<file path="config.mk">
export PLATFORM = sky130hd
export DESIGN_NAME = fft512_twiddle_sequencer
export DESIGN_NICKNAME = d
export VERILOG_FILES = /design/src/rtl/fft512_twiddle_sequencer.sv
export SDC_FILE = /design/constraint.sdc
export NUM_CORES = 1
export LEC_CHECK = 0
export CAP_MARGIN = 25
export CORE_MARGIN = 4
export CORE_UTILIZATION = 43
export DETAILED_ROUTE_END_ITERATION = 6
export PLACE_DENSITY = 0.66
export SLEW_MARGIN = 10
export SYNTH_ARGS = -nofsm -noshare
export SYNTH_HDL_FRONTEND = slang
export SYNTH_SLANG_ARGS = --single-unit
</file>
<file path="constraint.sdc">
create_clock -name Clk -period 3.8 [get_ports Clk]
set_clock_uncertainty 0.15 [all_clocks]
set_input_delay 0.38 -clock Clk [delete_from_list [all_inputs] [get_ports Clk]]
set_output_delay 0.38 -clock Clk [all_outputs]
set_load 0.005 [all_outputs]
</file>
<file path="src/rtl/fft512_twiddle_sequencer.sv">
// Address and twiddle sequencer for a 512-point radix-2 DIT FFT.
// Walks LOG2N stages of 2^(LOG2N-1) butterflies under valid/ready backpressure.
module fft512_twiddle_sequencer #(
   parameter int LOG2N   = 9,
   parameter int ADDR_W  = 10,
   parameter int LUT_LAT = 1
) (
   input  logic              Clk,
   input  logic              reset_n,
   input  logic              start,
   input  logic              abort,
   input  logic              bf_ready,
   output logic              busy,
   output logic              done,
   output logic              bf_valid,
   output logic [3:0]        stage,
   output logic [LOG2N-1:0]  addr_top,
   output logic [LOG2N-1:0]  addr_bot,
   output logic [ADDR_W-1:0] addr,
   output logic              tw_valid,
   output logic              tw_last
);

   localparam int BW = LOG2N - 1;

   typedef enum logic [1:0] {IDLE, RUN, DONE} state_t;

   state_t             r_state;
   state_t             w_stateNext;
   logic [3:0]         r_stage;
   logic [3:0]         w_stageNext;
   logic [BW-1:0]      r_b;
   logic [BW-1:0]      w_bNext;
   logic [LOG2N-1:0]   r_addrTop;
   logic [LOG2N-1:0]   r_addrBot;
   logic [ADDR_W-1:0]  r_addr;
   logic [LUT_LAT-1:0] r_twPipe;
   logic [LUT_LAT-1:0] r_lastPipe;
   logic               w_fire;
   logic               w_lastFire;
   logic               w_abort;

   function automatic logic [LOG2N-1:0] calcTop(input logic [3:0] s, input logic [BW-1:0] b);
      logic [LOG2N-1:0] bx;
      logic [LOG2N-1:0] mask;
      bx   = LOG2N'(b);
      mask = (LOG2N'(1) << s) - LOG2N'(1);
      return ((bx >> s) << (s + 4'd1)) | (bx & mask);
   endfunction

   function automatic logic [LOG2N-1:0] calcBot(input logic [3:0] s, input logic [BW-1:0] b);
      return calcTop(s, b) | (LOG2N'(1) << s);
   endfunction

   function automatic logic [ADDR_W-1:0] calcTw(input logic [3:0] s, input logic [BW-1:0] b);
      logic [LOG2N-1:0]  mask;
      logic [ADDR_W-1:0] jw;
      mask = (LOG2N'(1) << s) - LOG2N'(1);
      jw   = ADDR_W'(LOG2N'(b) & mask);
      return jw << (4'(LOG2N - 1) - s);
   endfunction

   // An abort cancels any handshake in the same cycle so nothing is counted or piped.
   assign w_fire     = (r_state == RUN) && bf_ready && !abort;
   assign w_lastFire = w_fire && (r_stage == 4'(LOG2N - 1)) && (&r_b);
   assign w_abort    = abort && (r_state != IDLE);

   always_ff @(posedge Clk or negedge reset_n) begin
      if (!reset_n) begin
         r_state <= IDLE;
      end else begin
         r_state <= w_stateNext;
      end
   end

   always_comb begin
      w_stateNext = r_state;
      case (r_state)
         IDLE: if (start) w_stateNext = RUN;
         RUN: begin
            if (abort) begin
               w_stateNext = IDLE;
            end else if (w_lastFire) begin
               w_stateNext = DONE;
            end
         end
         DONE:    w_stateNext = IDLE;
         default: w_stateNext = IDLE;
      endcase
   end

   always_comb begin
      w_bNext     = r_b + BW'(1);
      w_stageNext = (&r_b) ? r_stage + 4'd1 : r_stage;
   end

   // Addresses are loaded from the next counter values so they line up with bf_valid.
   always_ff @(posedge Clk or negedge reset_n) begin
      if (!reset_n) begin
         r_stage   <= '0;
         r_b       <= '0;
         r_addrTop <= '0;
         r_addrBot <= '0;
         r_addr    <= '0;
      end else if (w_abort) begin
         r_stage <= '0;
         r_b     <= '0;
      end else if ((r_state == IDLE) && start) begin
         r_stage   <= '0;
         r_b       <= '0;
         r_addrTop <= calcTop(4'd0, '0);
         r_addrBot <= calcBot(4'd0, '0);
         r_addr    <= calcTw(4'd0, '0);
      end else if (w_lastFire) begin
         r_stage <= '0;
         r_b     <= '0;
      end else if (w_fire) begin
         r_stage   <= w_stageNext;
         r_b       <= w_bNext;
         r_addrTop <= calcTop(w_stageNext, w_bNext);
         r_addrBot <= calcBot(w_stageNext, w_bNext);
         r_addr    <= calcTw(w_stageNext, w_bNext);
      end
   end

   // The delay pipe keeps shifting outside RUN so the final twiddle flag drains after done.
   always_ff @(posedge Clk or negedge reset_n) begin
      if (!reset_n) begin
         r_twPipe   <= '0;
         r_lastPipe <= '0;
      end else if (w_abort) begin
         r_twPipe   <= '0;
         r_lastPipe <= '0;
      end else begin
         r_twPipe   <= LUT_LAT'({r_twPipe, w_fire});
         r_lastPipe <= LUT_LAT'({r_lastPipe, w_lastFire});
      end
   end

   assign busy     = (r_state == RUN);
   assign bf_valid = (r_state == RUN);
   assign done     = (r_state == DONE);
   assign stage    = r_stage;
   assign addr_top = r_addrTop;
   assign addr_bot = r_addrBot;
   assign addr     = r_addr;
   assign tw_valid = r_twPipe[LUT_LAT-1];
   assign tw_last  = r_lastPipe[LUT_LAT-1];

endmodule

</file>
==> results.yml <==
floorplanning:
  start_util_pct: 44.5
  fp.dieArea_mm2: 0.0107
  fp-row-count: 34
  core_area_mm2: 0.00881
  io_pins: 42
  die_y_um: 104
  die_w_um: 104
power:
  ir_worst_vdd_mv: 0.100
  powerDensity_mw_per_mm2: 215
  total_power_mw: 1.01
  p_leak_nw: 1.84
setup_path:
  worst_ep_arrival_time_ps: 3610
  crit_path_start_kind: "flop"
  end_kind: "flop"
  cp_max_fo: 9
  required_ps: 3810
  crit_type: "flop to flop"
route:
  drt_iter0_markers: 279
  vias: 4099
  drt-total-wl_um: 13200
  drcViolationCount: 0
  via_per_inst: 6.41
  dr.pass1.iters: 5
  wl_per_cell_um: 20.7
  ant_nets: 0
cts:
  htreeDepth: 2
  cts_root_buf: "clkbuf_8"
  cts_sinks: 44
  cts_buffers: 5
  insertion_delay_ps: 290
  clk_path_buf_depth: 2
  cts.clk_slew.worst_paths_ps: 90
  cts_tree: "built"
synth:
  netlist_area_mm2: 0.00392
  netlist_instances: 474
  synth_common_cells: "52 x nand2_1, 44 x dfrtp_1, 38 x nor2_1"
  ys.flop_type: "dfrtp_1"
  synth_area_leaders: "dfrtp_1 28%, nand2_1 5.0%, a21oi_1 4.0%"
  synth_warnings: 0
  yosysSeqAreaShare_pct: 28.1
  yosysTopAreaCell: "dfrtp_1"
  async_reset_ff_share_pct: 100
  syn_avg_cell_area_um2: 8.28
  syn_nets: 487
  yosysMostFrequentCell: "nand2_1"
  ys_ff_latch: 44
  synth_edf_count: 0
  netlist.area_leader.share_pct: 28.1
  ys_types: 84
grt:
  grt_max_degree: 45
  gr-total-overflow: 0
  grt_pass1_vias: 3904
  track_usage_pct: 24.2
  antenna_found_initial: 0
  grt_pass1_wl_um: 21200
timing:
  setup_viol: 0
  drv_slew: 0
  max_freq_mhz: 278
  finalWorstSetupSlack_ps: 202
  worstMarginPinSlew_ps: 635
  fin_crit_sh_pct: 94.7
  period_needed_ps: 3600
  max_slew_margin_pct: 57.5
  rsz0062_at_grt: "yes"
  hold_viol: 0
job:
  drv_cap: 0
placement:
  numPlacedInstances: 626
  hpwlAfterDp_um: 10100
  place_ws_ps: 143
  dpl-instance-area_mm2: 0.00452
  io_buffers: 41
  gp_congestion: 0.967
layout:
  finalInstanceArea_mm2: 0.00469
  final.fill_count: 830
  fin_cells: 639
  drive_gt1_share_pct: 18.6
  fin_util_pct: 53.3
  antenna_cells: 0
  area_growth_pct: 19.7
  num-nets-final: 543
worst_hold_path:
  worstHoldPathType: "flop to flop"
status:
  outcome: "complete, no violations"
area by class of cell:
class	count	area (um2)	area share (%)
multi-input cells	379	2540	54.1
flip-flops and latches	44	1100	23.5
repair buffers	86	758	16.2
well taps	108	135	2.88
clock buffers	6	72.6	1.55
inverters	14	52.6	1.12
clock inverters	2	35.0	0.746
stage by stage:
stage / hold slack (ps) / setup TNS [ps]
after floorplan: -65.6 / 0
after global placement: 313 / 0
after detailed placement: 320 / 0
after CTS: 139 / 0
after global routing: 362 / -8.65
final: 332 / 0
layout by cell type (no fill, tap or decap), types with 3 or more instances in the layout:
cell type	n
o21a_1	4
a311oi_1	4
xor2_1	4
a211oi_2	3
clkbuf_8	5
and2_1	5
o21ai_1	3
o21ai_0	28
and3_1	7
nand3_2	3
a32oi_1	4
a2111oi_2	3
clkdlybuf4s50_1	40
o211ai_1	13
a21oi_1	31
a31o_2	3
nand2_1	52
nand3_1	15
mux2i_1	5
a221oi_2	3
o22ai_1	7
and4_1	3
dfrtp_1	44
buf_4	43
a21o_1	7
nor2_1	38
o2111ai_1	3
ha_1	6
xnor2_1	6
a21oi_2	3
a22oi_1	5
nor2b_1	7
a22o_1	3
nor3_1	15
a31oi_1	7
nor4_1	12
nand4_1	5
inv_1	12
o31ai_1	4
a211oi_1	8
registers in the layout, indices dropped and copies added (netlist names):
name / cells
tw_valid: 1
tw_last: 1
addr_bot: 9
r_state: 2
addr: 10
stage: 4
r_b: 8
addr_top: 9
path summary, 6_finish.rpt:
path                            cells after the start  slack (ps)                       to                  from
worst min-delay path                                2         330      addr[0]$_DFFE_PN0P_   addr[0]$_DFFE_PN0P_
worst min register to register                      2         330      addr[0]$_DFFE_PN0P_   addr[0]$_DFFE_PN0P_
max in group asynchronous                           3        2620  addr_top[5]$_DFFE_PN0P_               reset_n
worst max-delay path                               13         200      addr[8]$_DFFE_PN0P_  stage[1]$_DFFE_PN0P_
worst max register to register                     13         200      addr[8]$_DFFE_PN0P_  stage[1]$_DFFE_PN0P_
min in group asynchronous                           2         390   r_state[0]$_DFFE_PN0P_               reset_n
kinds of logic (layout without fill, tap and decap cells):
logic type / count (synthesis) / count (layout) / share of synthesized area, %
compound gates: 177 / 177 / 34.0
fa+ha+maj: 8 / 8 / 2.55
xor+xnor: 10 / 10 / 2.23
mux: 7 / 7 / 2.14
simple gates: 177 / 177 / 23.1
buf+inv: 51 / 108 / 7.94
flops: 44 / 44 / 28.1
power by group:
group	internal (mW)	switching, mW	leakage (nW)
registers	0.486	0.0105	0.597
clock network	0.195	0.165	0.0552
logic	0.0717	0.0814	1.18
total	0.753	0.257	1.84
routing by layer:
layer / GRT usage [%] / vias up / share of wire [%] / routed length, um
li1: - / 1915 / - / -
met3: 4.48 / 25 / 7.8 / 1030
met5: 0 / - / 0 / 0
met1: 34.6 / 1974 / 45 / 5940
met2: 37.6 / 185 / 45 / 5970
met4: 7.03 / 0 / 2.0 / 263
what timing repair did:
item,CTS,global route
endpoints found under the setup margin,0,11
resized for setup,0,6
hold buffers,0,1
setup buffers,0,3
endpoints found under the hold margin,0,14
worst max-delay path, stage by stage (launching register included):
cell,delay (ps)
dfrtp_1,370
buf_4,190
ha_2,260
and4_1,280
nand3_1,110
and2_1,240
ha_1,250
buf_4,170
or3_1,410
a31o_2,240
a221oi_2,290
nor2_1,130
a221oi_2,300
a311oi_1,70
(Power assumes the default switching activity.)
